[src/rtl/mips_pkg.sv]
// rtl/mips_pkg.sv - shared constants and fetch-buffer state encoding for the MIPS fetch stage
//
// Purpose: single home for the fetch-stage defaults (reset PC, bubble instruction),
//          the instruction word size in bytes and the buffer state enum.
// Contents:
//   RESET_PC_DEFAULT   default PC after reset
//   NOP_INSTR_DEFAULT  default bubble instruction (sll $0,$0,0)
//   WORD_BYTES         PC increment per instruction
//   fetch_state_e      EMPTY = buffer free, FULL = buffer holds an instruction

package mips_pkg;

  localparam logic [31:0] RESET_PC_DEFAULT  = 32'h0000_0000;
  localparam logic [31:0] NOP_INSTR_DEFAULT = 32'h0000_0000;
  localparam logic [31:0] WORD_BYTES        = 32'd4;

  typedef enum logic {
    EMPTY = 1'b0,
    FULL  = 1'b1
  } fetch_state_e;

endpackage

[src/rtl/mips_pc_npc_reg.sv]
// rtl/mips_pc_npc_reg.sv - PC/nPC register pair implementing the MIPS delayed-branch model
//
// Purpose: holds the fetch PC and the address that follows it. A branch either
//          replaces both (delay slot already fetched) or only nPC (delay slot
//          still waiting at PC).
// Ports:
//   Clk, Reset     clock, synchronous active-high reset
//   advance        PC <= nPC, nPC <= nPC+4 (a word was accepted)
//   redirect_now   PC <= target, nPC <= target+4
//   redirect_next  nPC <= target, PC unchanged
//   target         word-aligned redirect address
//   pc             current fetch address

module mips_pc_npc_reg
  import mips_pkg::*;
#(
  parameter logic [31:0] RESET_PC = RESET_PC_DEFAULT
) (
  input  logic        Clk,
  input  logic        Reset,
  input  logic        advance,
  input  logic        redirect_now,
  input  logic        redirect_next,
  input  logic [31:0] target,
  output logic [31:0] pc
);

  logic [31:0] npc;

  // Additions wrap modulo 2^32, so 32'hFFFF_FFFC steps to 0.
  always_ff @(posedge Clk) begin
    if (Reset) begin
      pc  <= RESET_PC;
      npc <= RESET_PC + WORD_BYTES;
    end else if (redirect_now) begin
      pc  <= target;
      npc <= target + WORD_BYTES;
    end else if (redirect_next) begin
      npc <= target;
    end else if (advance) begin
      pc  <= npc;
      npc <= npc + WORD_BYTES;
    end
  end

endmodule

[src/rtl/mips_fetch_stage.sv]
// rtl/mips_fetch_stage.sv - instruction fetch stage feeding the IF/ID register
//
// Purpose: fetches instructions through a req/ack memory handshake, buffers one
//          word until IF/ID loads it, and applies branch/jump redirects from ID
//          with a delay slot that always executes.
// Ports:
//   Clk, Reset                       clock, synchronous active-high reset
//   LE                               IF/ID load enable (0 = stall)
//   Redirect_Valid, Redirect_Target  taken branch/jump from ID (target bits [1:0] ignored)
//   Imem_Req, Imem_Addr              fetch request and word address (= PC)
//   Imem_Ack, Imem_Data              memory returns a word this cycle
//   IF_Valid, IF_Instr, IF_PC        buffered instruction towards IF/ID

module mips_fetch_stage
  import mips_pkg::*;
#(
  parameter logic [31:0] RESET_PC  = RESET_PC_DEFAULT,
  parameter logic [31:0] NOP_INSTR = NOP_INSTR_DEFAULT
) (
  input  logic        Clk,
  input  logic        Reset,
  input  logic        LE,
  input  logic        Redirect_Valid,
  input  logic [31:0] Redirect_Target,
  output logic        Imem_Req,
  output logic [31:0] Imem_Addr,
  input  logic        Imem_Ack,
  input  logic [31:0] Imem_Data,
  output logic        IF_Valid,
  output logic [31:0] IF_Instr,
  output logic [31:0] IF_PC
);

  fetch_state_e state_q, state_d;
  logic         consume, redirect, accept;
  logic         advance, redirect_now, redirect_next;
  logic [31:0]  pc, target, instr_q, if_pc_q;

  assign target = Redirect_Target & ~32'h3;

  mips_pc_npc_reg #(
    .RESET_PC(RESET_PC)
  ) u_pc_npc (
    .Clk          (Clk),
    .Reset        (Reset),
    .advance      (advance),
    .redirect_now (redirect_now),
    .redirect_next(redirect_next),
    .target       (target),
    .pc           (pc)
  );

  always_ff @(posedge Clk) begin
    if (Reset) begin
      state_q <= EMPTY;
    end else begin
      state_q <= state_d;
    end
  end

  always_comb begin
    state_d       = state_q;
    consume       = 1'b0;
    redirect      = 1'b0;
    Imem_Req      = 1'b0;
    accept        = 1'b0;
    advance       = 1'b0;
    redirect_now  = 1'b0;
    redirect_next = 1'b0;

    consume  = (state_q == FULL) && LE;
    // Redirects only count on cycles where IF/ID actually loads.
    redirect = Redirect_Valid && LE;
    // A redirect while FULL means the buffered word is the delay slot; the
    // word at PC is on the wrong path, so no fetch that cycle.
    Imem_Req = !Reset && ((state_q == EMPTY) || consume) && !(redirect && (state_q == FULL));
    accept   = Imem_Req && Imem_Ack;

    if (accept) begin
      state_d = FULL;
    end else if (consume) begin
      state_d = EMPTY;
    end

    // Delay slot already in hand (buffered or accepted now): jump PC to target.
    // Delay slot still at PC: only the address after it changes.
    redirect_now  = redirect && ((state_q == FULL) || accept);
    redirect_next = redirect && (state_q == EMPTY) && !accept;
    advance       = accept && !redirect;
  end

  always_ff @(posedge Clk) begin
    if (Reset) begin
      instr_q <= NOP_INSTR;
      if_pc_q <= 32'h0;
    end else if (accept) begin
      instr_q <= Imem_Data;
      if_pc_q <= pc;
    end
  end

  assign Imem_Addr = pc;
  assign IF_Valid  = (state_q == FULL);
  assign IF_Instr  = IF_Valid ? instr_q : NOP_INSTR;
  assign IF_PC     = IF_Valid ? if_pc_q : 32'h0;

endmodule

[config.mk]
export PLATFORM = sky130hd
export DESIGN_NAME = mips_fetch_stage
export DESIGN_NICKNAME = d
export VERILOG_FILES = /design/src/rtl/mips_pkg.sv /design/src/rtl/mips_pc_npc_reg.sv /design/src/rtl/mips_fetch_stage.sv
export SDC_FILE = /design/constraint.sdc
export NUM_CORES = 1
export LEC_CHECK = 0
export BUFFER_PORTS_ARGS = -buffer_cell sky130_fd_sc_hd__buf_2
export CAP_MARGIN = 20
export CORE_ASPECT_RATIO = 1.75
export CORE_MARGIN = 1.5
export CORE_UTILIZATION = 53
export DETAILED_ROUTE_END_ITERATION = 8
export GPL_TIMING_DRIVEN = 0
export PLACE_DENSITY = 0.8
export SYNTH_ARGS = -nofsm -noshare
export SYNTH_HDL_FRONTEND = slang
export SYNTH_SLANG_ARGS = --single-unit
[constraint.sdc]
create_clock -name Clk -period 2.4 [get_ports Clk]
set_clock_uncertainty 0.05 [all_clocks]
set_input_delay 0.36 -clock Clk [delete_from_list [all_inputs] [get_ports Clk]]
set_output_delay 0.36 -clock Clk [all_outputs]
set_load 0.05 [all_outputs]
# ---- Word-level counts from Yosys, hierarchy flattened
# Cells that the tools add are included.
dict set report classes {
  reduce_logical 22
  n_eq_ne 1
  add_sub_neg 2
  bitwise_logic 2
  n_mux 10
}
# cell n
set op_table {}
lappend op_table {{two-way mux 32 bit} 8}
lappend op_table {{adder 32 x 3 -> 32 bit, second input constant} 2}
lappend op_table {{logical AND 1 bit} 10}
lappend op_table {{logical NOT 1 bit} 4}
lappend op_table {{AND reduction 2 bit} 2}
lappend op_table {{nonzero test 2 bit} 2}
lappend op_table {{nonzero test 3 bit} 1}
lappend op_table {{logical OR 1 bit} 2}
lappend op_table {{two-way mux 1 bit} 2}
lappend op_table {{inequality test 2 bit, second input constant} 1}
lappend op_table {{NOT 1 bit} 2}
lappend op_table {{OR reduction 2 bit} 1}
dict set report totals {
  output_inout_bits 98
  in_bits 69
  register_bits 129
}

# ---- Longest topological paths before layout
dict set report logic_depth {
  ltp_word 9
  ltp_mapped 10
  ltp_nobuf 7
}

# ---- Hierarchy
# A second synthesis with hierarchy kept.
dict set report unflattened {
  hier_cells 896
  area_unflattened_um2 7322.0
}
# module cells_each seq_area_each_um2 instances area_each_um2
set by_module_without_submodules {}
lappend by_module_without_submodules {mips_pc_npc_reg 607 1281.2 1 4196.5}
lappend by_module_without_submodules {mips_fetch_stage 289 1301.2 1 3125.5}

# ---- Least setup slack after synthesis
# No wires, ideal clock.
dict set report synth_timing {
  path_kind {register to output}
  start {register state_q, in the netlist IF_Valid}
  end {output port IF_PC[26]}
  t_required_ns 1.990
  slack_ns 0.114
  arrival_ns 1.876
  stages_incl_launch_ff 5
  path_cell_list {dfxtp_1 -> clkbuf_1 -> clkbuf_1 -> clkbuf_1 -> and2_1}
}
dict set report synth_between {
  elab_chain_len 1
}
# item line_no
set synth_lines {}
lappend synth_lines {{start: declaration} mips_fetch_stage.sv:34} ;# fetch_state_e state_q, state_d;
lappend synth_lines {{start signal: assignment} mips_fetch_stage.sv:57} ;# state_q <= state_d;
lappend synth_lines {{two-way mux 32 bit} mips_fetch_stage.sv:105} ;# assign IF_PC = IF_Valid ? if_pc_q : 32'h0;
lappend synth_lines {{end: declaration} mips_fetch_stage.sv:31} ;# output logic [31:0] IF_PC
# Every way passes these cells.

# ---- Worst setup path after layout
dict set report layout_timing {
  start {register u_pc_npc.npc[2]}
  end {register u_pc_npc.npc[24]}
}
dict set report layout_between {
  elab_chain_len 4
}
# item line_no
set layout_lines {}
lappend layout_lines {{start: declaration} mips_pc_npc_reg.sv:28} ;# logic [31:0] npc;
lappend layout_lines {{start signal: assignment} mips_pc_npc_reg.sv:34} ;# npc <= RESET_PC + WORD_BYTES;
lappend layout_lines {{start signal: assignment} mips_pc_npc_reg.sv:37} ;# npc <= target + WORD_BYTES;
lappend layout_lines {{start signal: assignment} mips_pc_npc_reg.sv:39} ;# npc <= target;
lappend layout_lines {{adder 32 x 3 -> 32 bit} mips_pc_npc_reg.sv:42} ;# npc <= npc + WORD_BYTES;
lappend layout_lines {{two-way mux 32 bit} mips_pc_npc_reg.sv:40} ;# end else if (advance) begin
lappend layout_lines {{two-way mux 32 bit} mips_pc_npc_reg.sv:38} ;# end else if (redirect_next) begin
lappend layout_lines {{two-way mux 32 bit} mips_pc_npc_reg.sv:35} ;# end else if (redirect_now) begin
# Every way passes these cells. The select of a mux whose other input is x is not followed.
# A chain may end at the register's enable or synchronous reset.

==> flow_summary.toml <==
[status]
outcome = "finished, violations left"
violations = "DRC"

[sta]
maxSlewViolCount = 0
slew_headroom_pct = 33.6
layout_setup_ws_ps = 73.5
period_needed_ps = 2330
finalCritPeriodShare_pct = 96.9
setup_viol = 0
fin_setup_tns_ps = 0
holdWs_ps = 124
hold_viol_final = 0
worst_pin_slew_ps = 989
clock.fmax_ghz = 0.430
rsz0062_at_grt = "no"

[placed_design]
dp_cells = 1116
hpwl_mm = 15.2
pre_cts_ws_ps = -240
gp_congestion = 0.984
post_dp_cell_area_um2 = 7190
port_buffers = 159

[floorplanning]
die_y_um = 146
die_w_um = 84.9
core_area_um2 = 11500
start_util_pct = 54.0
die-area_um2 = 12400
ioPinCount = 167
row_count = 52

[worst_hold_path]
hp-class = "in2reg"
min_path_cells = 3

[yosys]
synth-xor-area-share_pct = 4.23
ys_ff_latch = 123
synth_top_area_share_pct = 39.6
synth_top_family_by_area = "simple AND/OR/NAND/NOR gates"
synth_cell_types = 58
yosys.area.top_type = "dfxtp_1"
yosys_warnings = 0
postSynth.asyncResetShare_pct = 0
synth_common_cells = "nand2_1 (196), dfxtp_1 (123), a21oi_1 (111)"
synth-edff-count = 0
synth_ff_type = "dfxtp_1"
synth_seq_area_share_pct = 39.6
synth-compound-area-share_pct = 20.2
synth_area_leaders = "dfxtp_1 (40%), nand2_1 (12%), a21oi_1 (8.9%), and2_1 (6.4%), a22oi_1 (3.7%)"
yosys.area_share.simple_pct = 30.4
synthesis.area_um2 = 6220
synth_fa_ha_area_share_pct = 0.402
synth_mux_area_share_pct = 0.342
syn_inst = 819
synth.most_common_cell = "nand2_1"
synth_area_per_cell_um2 = 7.59

[cts]
clock_sink_count = 123
clockRootBuffer = "clkbuf_16"
h-tree-depth = 4
cts_buffers = 17
clk_pin_slew_worst_paths_ps = 60
postCtsHoldBufs = 0
clk_latency_ps = 420
cts_tree = "yes"
cts_max_path_buffers = 2

[routing]
viasPerCell = 5.87
drt_wl_total_mm = 20.4
dr.pass1.iters = 8
num_vias = 6765
drc_errors = 18
drtAntennaViolNets = 0
wl_per_cell_um = 17.7
drtIter0Drc = 474

[setup_path]
crit_path_end_kind = "register"
crit_path_max_fanout = 5
cp_slowest_stage_delay_ps = 450
cp_cell_sequence = "ha_2 > nand2_1 > nor4_4 > and2b_1 > nand4_1 > a211o_1 > a221oi_2"
reg2reg_depth = 7
path_buf_inv = 0
startpoint_type = "register"
required_ps = 2680
crit_family = "simple AND/OR/NAND/NOR gates"
crit_path_top_delay_cell = "dfxtp_1"
cp.arrival_ps = 2610
path_class = "reg2reg"
path_depth = 7

[job]
max_cap_viol_count = 0

[grt]
grt_pass1_wl_mm = 31.5
use_met1_pct = 31.2
grt_pass1_vias = 6457
overflow = 0
use_met3_pct = 7.18
busiest_layer = "met2"
antenna_found_initial = 0
grt.total_usage_pct = 32.5
grt_start_max_net_pins = 17
globalRouteMet2Util_pct = 60.1

[cells_and_area]
fin_util_pct = 68.5
final_nets = 1075
stdcell_count = 1152
drive_gt1_share_pct = 22.6
area_growth_pct = 26.8
num_antenna_cells = 0
nFillCells = 984
design_area_um2 = 7880

[power]
p_per_area_nw_per_um2 = 713
vdd_drop_max_mv = 0.562
leakage_nw = 3.22
p_total_mw = 5.62
-- layout by cell type, fill, tap and decap left out, types with 3 or more instances in the layout --
| cell type | instances |
|---|---|
| nand2_1 | 196 |
| buf_2 | 155 |
| dfxtp_1 | 123 |
| a21oi_1 | 111 |
| and2_1 | 64 |
| clkbuf_1 | 44 |
| a22oi_1 | 31 |
| nor2_1 | 25 |
| xor2_1 | 19 |
| nand3_1 | 18 |
| clkbuf_16 | 17 |
| nor3_1 | 16 |
| o21ai_1 | 13 |
| a31oi_1 | 11 |
| xnor2_1 | 11 |
| clkbuf_4 | 11 |
| nor4_1 | 10 |
| o21ai_0 | 10 |
| clkbuf_2 | 9 |
| buf_4 | 9 |
| and3_1 | 9 |
| nand4_1 | 8 |
| inv_1 | 7 |
| nand2b_1 | 5 |
| or4_1 | 5 |
| and4_1 | 5 |
| a311oi_1 | 4 |
| a211oi_1 | 4 |
| conb_1 | 4 |
| o21a_1 | 3 |
| nor4_4 | 3 |
| o211ai_1 | 3 |
| clkinv_2 | 3 |
| bufinv_16 | 3 |
-- layout make-up --
class / instances / area [um^2] / area share [%]
multi-input cells: 626 / 3480 / 44.1
well taps: 135 / 169 / 2.14
clock inverters: 13 / 166 / 2.11
repair buffers: 163 / 853 / 10.8
clock buffers: 19 / 443 / 5.62
flip-flops and latches: 123 / 2460 / 31.2
inverters: 7 / 26.3 / 0.333
plain buffers: 66 / 287 / 3.63
-- metal layers --
metal / vias up / routed length, um
li1: 3218 / -
met2: 365 / 10700
met3: 93 / 1500
met4: 0 / 1210
met1: 3089 / 6890
met5: - / 0
-- worst min-delay path, delay by kind of cell --
kind,cells,cell delay [ps]
compound gates,1,50
simple gates,1,40
buf+inv,1,90
-- where the power goes --
group	leakage [nW]	total [mW]	switching, mW	internal, mW
registers	1.00	2.21	0.0807	2.13
clock network	0.296	2.65	0.984	1.67
logic	1.93	0.757	0.538	0.219
total	3.22	5.62	1.60	4.02
-- state kept, by name, summed over array words and instances, names as in the netlist --
| register | cells |
|---|---|
| if_pc_q | 30 |
| u_pc_npc.pc | 30 |
| IF_Valid | 1 |
| instr_q | 32 |
| u_pc_npc.npc | 30 |
-- cells by family after synthesis --
family	Yosys count
AO/OA/AOI/OAI	209
XOR/XNOR	30
adder cells (fa/ha/maj)	2
buffers and inverters	73
flip-flops	123
multiplexers	2
other	1
AND/OR/NAND/NOR	379
-- path summary, 6_finish.rpt --
check	startpoint	to	slack (ps)
setup reg to reg	u_pc_npc.npc[2]	u_pc_npc.npc[24]	70
setup / recovery	u_pc_npc.npc[2]	u_pc_npc.npc[24]	70
hold reg to reg	instr_q[9]	instr_q[9]	400
hold / removal	Imem_Data[22]	instr_q[22]	120
-- what timing repair did --
| action | in CTS | in global routing |
|---|---|---|
| pin swaps | 1 | 1 |
| gates resized for setup | 7 | 25 |
| endpoints found under the setup margin | 69 | 76 |
| buffers inserted | 2 | 2 |
(Power assumes the default switching activity.)
